## config.mk

```make
export PLATFORM = sky130hd
export DESIGN_NAME = spi_ram_mem
export DESIGN_NICKNAME = d
export VERILOG_FILES = /design/src/rtl/shared_pkg.sv /design/src/rtl/spi_ram_array.sv /design/src/rtl/spi_ram_mem.sv
export SDC_FILE = /design/constraint.sdc
export NUM_CORES = 2
export LEC_CHECK = 0
export BUFFER_PORTS_ARGS = -buffer_cell sky130_fd_sc_hd__buf_2
export CAP_MARGIN = 0
export CORE_ASPECT_RATIO = 1.4
export CORE_MARGIN = 2
export CORE_UTILIZATION = 30
export DETAILED_ROUTE_END_ITERATION = 7
export HOLD_SLACK_MARGIN = 0.15
export PLACE_DENSITY_LB_ADDON = 0.12
export SETUP_SLACK_MARGIN = 0.05
export SLEW_MARGIN = 20
export SYNTH_ARGS = -nofsm -noshare
export SYNTH_HDL_FRONTEND = slang
export SYNTH_SLANG_ARGS = --single-unit
```

## constraint.sdc

```tcl
create_clock -name clk -period 2.6 [get_ports clk]
set_input_delay 0.13 -clock clk [delete_from_list [all_inputs] [get_ports clk]]
set_output_delay 0.13 -clock clk [all_outputs]
set_load 0.1 [all_outputs]
```

## src/rtl/shared_pkg.sv

```systemverilog
// Shared sizing and command encoding for the SPI slave / RAM pair.
package shared_pkg;

  localparam int MEM_DEPTH = 256;
  localparam int ADDR_SIZE = $clog2(MEM_DEPTH);
  localparam int MEM_WIDTH = 8;

  typedef enum logic [1:0] {
    WR_ADDR = 2'b00,
    WR_DATA = 2'b01,
    RD_ADDR = 2'b10,
    RD_DATA = 2'b11
  } ram_cmd_e;

endpackage

```

## src/rtl/spi_ram_array.sv

```systemverilog
// Plain single-clock storage: one write port and one registered read port, no reset.
module spi_ram_array
  import shared_pkg::*;
(
  input  logic                 clk,
  input  logic                 we,
  input  logic [ADDR_SIZE-1:0] waddr,
  input  logic [MEM_WIDTH-1:0] wdata,
  input  logic                 re,
  input  logic [ADDR_SIZE-1:0] raddr,
  output logic [MEM_WIDTH-1:0] rdata
);

  logic [MEM_WIDTH-1:0] mem [MEM_DEPTH];
  logic [MEM_WIDTH-1:0] rdata_q;

  // Storage write and registered read; contents deliberately survive reset.
  always_ff @(posedge clk) begin
    if (we) begin
      mem[waddr] <= wdata;
    end
    if (re) begin
      rdata_q <= mem[raddr];
    end
  end

  assign rdata = rdata_q;

endmodule

```

## src/rtl/spi_ram_mem.sv

```systemverilog
// Command decoder and address/valid bookkeeping for the SPI RAM.
// Optional macro RAM_AUTO_INC_EN: post-increment addresses after accepted data commands.
module spi_ram_mem
  import shared_pkg::*;
(
  input  logic                 clk,
  input  logic                 rst,
  input  logic [MEM_WIDTH+1:0] rx_data,
  input  logic                 rx_valid,
  output logic [MEM_WIDTH-1:0] tx_data,
  output logic                 tx_valid,
  output logic                 seq_err
);

  ram_cmd_e             cmd;
  logic [ADDR_SIZE-1:0] wr_addr_d, wr_addr_q;
  logic [ADDR_SIZE-1:0] rd_addr_d, rd_addr_q;
  logic                 wr_addr_vld_d, wr_addr_vld_q;
  logic                 rd_addr_vld_d, rd_addr_vld_q;
  logic                 tx_valid_d, tx_valid_q;
  logic                 seq_err_d, seq_err_q;
  logic [MEM_WIDTH-1:0] tx_hold_d, tx_hold_q;
  logic                 mem_we, mem_re;
  logic [MEM_WIDTH-1:0] mem_rdata;

  assign cmd = ram_cmd_e'(rx_data[MEM_WIDTH+1:MEM_WIDTH]);

  // Command decode and next-state for addresses, flags and pulses.
  always_comb begin
    wr_addr_d     = wr_addr_q;
    rd_addr_d     = rd_addr_q;
    wr_addr_vld_d = wr_addr_vld_q;
    rd_addr_vld_d = rd_addr_vld_q;
    tx_valid_d    = 1'b0;
    seq_err_d     = 1'b0;
    mem_we        = 1'b0;
    mem_re        = 1'b0;
    if (rx_valid) begin
      case (cmd)
        WR_ADDR: begin
          wr_addr_d     = rx_data[ADDR_SIZE-1:0];
          wr_addr_vld_d = 1'b1;
        end
        WR_DATA: begin
          if (wr_addr_vld_q) begin
            mem_we = 1'b1;
`ifdef RAM_AUTO_INC_EN
            wr_addr_d = wr_addr_q + {{(ADDR_SIZE-1){1'b0}}, 1'b1};
`else
            wr_addr_d = wr_addr_q;
`endif
          end else begin
            seq_err_d = 1'b1;
          end
        end
        RD_ADDR: begin
          rd_addr_d     = rx_data[ADDR_SIZE-1:0];
          rd_addr_vld_d = 1'b1;
        end
        RD_DATA: begin
          if (rd_addr_vld_q) begin
            mem_re     = 1'b1;
            tx_valid_d = 1'b1;
`ifdef RAM_AUTO_INC_EN
            rd_addr_d = rd_addr_q + {{(ADDR_SIZE-1){1'b0}}, 1'b1};
`else
            rd_addr_d = rd_addr_q;
`endif
          end else begin
            seq_err_d = 1'b1;
          end
        end
        default: begin
          seq_err_d = 1'b0;
        end
      endcase
    end else begin
      seq_err_d = 1'b0;
    end
  end

  // The array's read register is not reset, so a reset-clean copy holds the last result.
  always_comb begin
    tx_hold_d = tx_hold_q;
    if (tx_valid_q) begin
      tx_hold_d = mem_rdata;
    end else begin
      tx_hold_d = tx_hold_q;
    end
  end

  // State registers with asynchronous reset.
  always_ff @(posedge clk or posedge rst) begin
    if (rst) begin
      wr_addr_q     <= {ADDR_SIZE{1'b0}};
      rd_addr_q     <= {ADDR_SIZE{1'b0}};
      wr_addr_vld_q <= 1'b0;
      rd_addr_vld_q <= 1'b0;
      tx_valid_q    <= 1'b0;
      seq_err_q     <= 1'b0;
      tx_hold_q     <= {MEM_WIDTH{1'b0}};
    end else begin
      wr_addr_q     <= wr_addr_d;
      rd_addr_q     <= rd_addr_d;
      wr_addr_vld_q <= wr_addr_vld_d;
      rd_addr_vld_q <= rd_addr_vld_d;
      tx_valid_q    <= tx_valid_d;
      seq_err_q     <= seq_err_d;
      tx_hold_q     <= tx_hold_d;
    end
  end

  spi_ram_array u_array (
    .clk   (clk),
    .we    (mem_we),
    .waddr (wr_addr_q),
    .wdata (rx_data[MEM_WIDTH-1:0]),
    .re    (mem_re),
    .raddr (rd_addr_q),
    .rdata (mem_rdata)
  );

  assign tx_data  = tx_valid_q ? mem_rdata : tx_hold_q;
  assign tx_valid = tx_valid_q;
  assign seq_err  = seq_err_q;

endmodule

```

; ---- After elaboration in Yosys (flattened, before gate mapping)
; Memory sizes are Yosys's and may differ from the RTL's. A register that Yosys moved wholly into a read port is not among the register bits.
; Cells that the tools add are included.
[word_totals]
n_memories = 1
ff_bits = 28
mem_bits_rw = 2048
[classes]
reduce_logical = 3
eq_ne = 3
mux = 13
[memory_table]
columns = name, depth, width, read_ports, rd_ports_with_merged_regs, write_ports, line
row1 = u_array.mem, 256, 8, 1, 1, 1, spi_ram_array.sv:14  ; logic [MEM_WIDTH-1:0] mem [MEM_DEPTH];
[ops]
columns = cell, count
row1 = two-way mux 1 bit, 11
row2 = two-way mux 8 bit, 1
row3 = "equality test 2 bit, second input constant", 2
row4 = AND reduction 2 bit, 2
row5 = "equality test 2 x 1 -> 1 bit, second input constant", 1
row6 = logical NOT 2 bit, 1
row7 = case mux 1 bit (2 select lines), 1

; ---- Longest topological paths before layout
[depth]
word_depth = 5
ltp_mapped = 13
ltp_nobuf = 7

; ---- Cells and area by module
; A second synthesis with hierarchy kept.
[hier_totals]
cells_unflattened = 3797
area_unflattened_um2 = 80689.9
[by_module_without_submodules]
columns = mod, instances, cells_each, area_per_inst_um2
row1 = spi_ram_array, 1, 3733, 79636.4
row2 = spi_ram_mem, 1, 64, 1053.5

; ---- Worst setup path before layout
; OpenSTA, ideal clock, no wires.
[synth_path]
path_type = reg2reg
from = register rd_addr_q[1]
to = register u_array.rdata_q[1], in the netlist u_array.rdata[1], read port of u_array.mem (data pin)
path_slack_ns = -0.019
t_required_ns = 2.337
stages_incl_launch_ff = 10
arrival_time_ns = 2.356
path_cell_list = dfrtp_1 -> buf_4 -> buf_4 -> buf_4 -> buf_1 -> mux4_2 -> mux4_2 -> a22o_1 -> a211oi_1 -> nor4_1
[synth_lines]
columns = element, line
row1 = "start, declared", spi_ram_mem.sv:17  ; logic [ADDR_SIZE-1:0] rd_addr_d, rd_addr_q;
row2 = "start signal, assigned", spi_ram_mem.sv:96  ; rd_addr_q <= {ADDR_SIZE{1'b0}};
row3 = "start signal, assigned", spi_ram_mem.sv:104  ; rd_addr_q <= rd_addr_d;
row4 = "end, declared", spi_ram_array.sv:15  ; logic [MEM_WIDTH-1:0] rdata_q;

==> impl_metrics.yaml <==
outcome:
  status: "finished with violations"
  violations: "negative setup slack"
critical_path:
  slowest_stage: "mux4_1"
  required_ps: 3240
  path_depth: 8
  critPathLaunchType: "register"
  cp_top_family: "multiplexers"
  end_kind: "register"
  critPathBufInv: 3
  r2r-start: "rd_addr_q[0]$_DFFE_PP0P_"
  cp.arrival_ps: 3730
  critPathKind: "register to register"
  cp_max_fo: 11
  rr_worst_depth: 8
  r2r_slack_ps: -490
  cpPeakStageDelay_ps: 560
  crit_chain: "buf_8 -> buf_12 -> mux4_1 -> mux4_2 -> nor2b_1 -> or4_1 -> buf_4 -> and4_1"
  worstReg2RegEnd: "u_array.rdata[6]$_DFFE_PP_"
cells_and_area:
  syn_to_final_growth_pct: 22.1
  layout-drive-gt1-share: 0.338
  utilization: 0.368
  nNetsFinal: 4792
  stdcell_count: 8480
synthesis:
  synth_edf_count: 2056
  yosysSeqAreaShare: 0.767
  netlist.top_cell.by_area: "edfxtp_1"
  synth_seq_cells: 2084
  avgSynthCellArea_um2: 20.5
  syn_nets: 3978
  synth_area_leaders: "edfxtp_1 (76%), mux4_2 (11%), mux2i_1 (3.2%), nor2_1 (1.4%), o221ai_1 (1.0%)"
  async_reset_ff_frac: 0.0134
  synthFlopType: "edfxtp_1"
  syn_area_mm2: 0.0814
  ys_warn_count: 0
  synthCells: 3965
  yosysTopAreaCellShare: 0.759
  yosysUniqueCellTypes: 58
flow_run:
  max_cap_violations: 0
timing:
  setup-violations-final: 8
  rsz0062_at_grt: "true"
  worst_slew_pin_slew_ps: 993
  slew_headroom: 0.334
  fin_skew_ps: 89.9
  finalHoldViolCount: 0
  slew_viol_final: 0
  fmax_mhz: 323
  fin_ws_ps: -494
  fin_hold_ws_ps: 219
  layout_min_cycle_time_ps: 3090
  post-route-period-util: 1.19
drt:
  drt_iter0_drc: 2863
  final_antenna_net_count: 0
  drc: 0
  wl_per_cell_um: 29.5
  firstDrtPassIters: 7
  via_count: 41666
  vias_per_cell: 4.91
  drt_wl_total_um: 250000
power_and_ir_drop:
  power.density_mw_per_mm2: 823
  power_leakage_nw: 32.4
  peakVddDrop_mv: 0.643
placement:
  dp_slack_ps: -867
  place_congestion: 0.829
  dp_cells: 8032
  port_buffers: 22
  dpl.hpwl_um: 165000
floorplan:
  start_util: 0.301
  die_w_um: 444
  die_h_um: 620
  row_count: 226
  die_area_mm2: 0.275
  core_mm2: 0.270
  io_pins: 23
clock_network:
  clk-insertion-delay-late_ps: 900
  numCtsBuffers: 210
  clock_sinks: 2084
  clockBufferDepth: 4
  root_buffer: "clkbuf_16"
  clk_pin_slew_ps: 70
  h-tree-depth: 4
  cts_tree: "yes"
global_route:
  grt_max_degree: 90
  grt_antenna_before_repair: 8
  grt_pass1_wl_um: 349000
  grt_usage: 0.179
  grt_pass1_vias: 43827
  grt_remaining_overflow: 0
worst_hold_path:
  hold_start: "rx_data[4]"
  worst_hold_path_type: "input port to register"
  whs_path_depth: 2
  min_to: "u_array.mem[154][4]$_DFFE_PP_"
[worst reg2reg max path, cell delays in order (launching register included)]
cell     delay [ps]
dfrtp_4         470
buf_8           180
buf_12          190
mux4_1          570
mux4_2          490
nor2b_1         170
or4_1           470
buf_4           170
and4_1          170
[power breakdown]
part	internal (W)	leakage, nW	total (W)	switching, W
Clock	0.0170	3.22	0.0301	0.0131
Combinational	0.00635	10.4	0.0145	0.00814
Sequential	0.0370	18.8	0.0372	0.000156
Total	0.0604	32.4	0.0818	0.0214
[cell type report]
cell class	count	area (um2)
Multi-Input combinational cell	1631	17800
Timing Repair Buffer	844	8030
Tap cell	3534	4420
Antenna cell	7	17.5
Inverter	8	33.8
Sequential cell	2084	62500
Clock buffer	256	5480
Fill cell	25123	171000
Clock inverter	116	1130
[cell usage in the layout, fill, tap and decap left out, types with 17 or more instances in the layout]
cell,instances
clkbuf_1,42
nand2_1,105
a22oi_1,25
a21oi_1,59
clkbuf_16,212
dfrtp_1,23
edfxtp_1,2056
o22ai_1,55
buf_4,675
nor3_1,28
nand3_1,26
clkinv_1,38
mux2i_1,262
bufinv_16,21
o221ai_1,94
mux2_2,46
mux4_2,408
buf_12,93
nor2b_1,18
clkinv_2,45
o21ai_0,17
nor2_1,288
[routing by layer]
metal / up-vias / routed length, um / part of all wire / track usage
li1: 18053 / - / - / -
met1: 22533 / 101000 / 0.41 / 0.220
met2: 757 / 134000 / 0.53 / 0.333
met3: 323 / 7720 / 0.031 / 0.0189
met4: 0 / 7100 / 0.028 / 0.0462
met5: - / 0 / 0 / 0
[timing repair]
item                       in CTS  in global routing
setup endpoints to repair      20                 16
pin swaps                       4                  5
hold buffers                   16                  0
cloned                          6                  1
buffers inserted               27                 21
hold endpoints to repair     2016                  0
gates resized for setup        77                 47
[synth_stat cells, drive strengths merged, types with 2 or more instances]
library cell / count
edfxtp: 2056
mux4: 413
nor2: 293
mux2i: 264
buf: 137
nand2: 109
clkbuf: 105
o221ai: 96
a21oi: 68
o22ai: 56
mux2: 46
nor3: 44
nand3: 35
dfrtp: 28
a22oi: 25
a211oi: 21
nor2b: 19
o21ai: 19
nand4: 13
o31ai: 12
a221oi: 10
and3: 10
nand2b: 9
a31oi: 8
nor4: 8
or2: 7
a2111oi: 6
and2: 6
a311oi: 5
inv: 5
o211ai: 4
a211o: 3
clkinv: 3
nor3b: 3
or4: 3
a22o: 2
and3b: 2
o32ai: 2
[cells by family after synthesis]
family	count (synthesis)	share of synthesized area
flip-flops	2084	0.767
multiplexers	723	0.153
AND/OR/NAND/NOR	565	0.0302
AO/OA/AOI/OAI	343	0.0301
buffers and inverters	250	0.0191
[flip-flops by register name, summed over array words and instances (netlist names)]
signal and flops:
u_array.mem 2048, rd_addr_q 8, tx_hold_q 8, u_array.rdata 8, wr_addr_q 8, rd_addr_vld_q 1
seq_err 1, tx_valid 1, wr_addr_vld_q 1
[stage by stage]
stage	cell area [um2]	power [W]	TNS, ps
final	99400	0.0818	-3630
after global routing	99400	0.0845	-4140
after CTS	99000	0.0827	-4210
after detailed placement	91400	0.0518	-6190
after global placement	91400	0.0518	-6430
after floorplan	81400	0.0450	0
[how the worst max path moves through the flow]
| stage | startpoint | endpoint | slack (ps) |
|---|---|---|---|
| global route | rd_addr_q[0]$_DFFE_PP0P_ | u_array.rdata[4]$_DFFE_PP_ | -560 |
| global placement | rd_addr_q[0]$_DFFE_PP0P_ | u_array.rdata[2]$_DFFE_PP_ | -880 |
| CTS | rd_addr_q[0]$_DFFE_PP0P_ | u_array.rdata[4]$_DFFE_PP_ | -570 |
| floorplan | rd_addr_q[0]$_DFFE_PP0P_ | u_array.rdata[6]$_DFFE_PP_ | 40 |
| detailed placement | rd_addr_q[0]$_DFFE_PP0P_ | u_array.rdata[2]$_DFFE_PP_ | -870 |
| finish | rd_addr_q[0]$_DFFE_PP0P_ | u_array.rdata[6]$_DFFE_PP_ | -490 |
No activity file was read; power rests on OpenSTA's default activity.
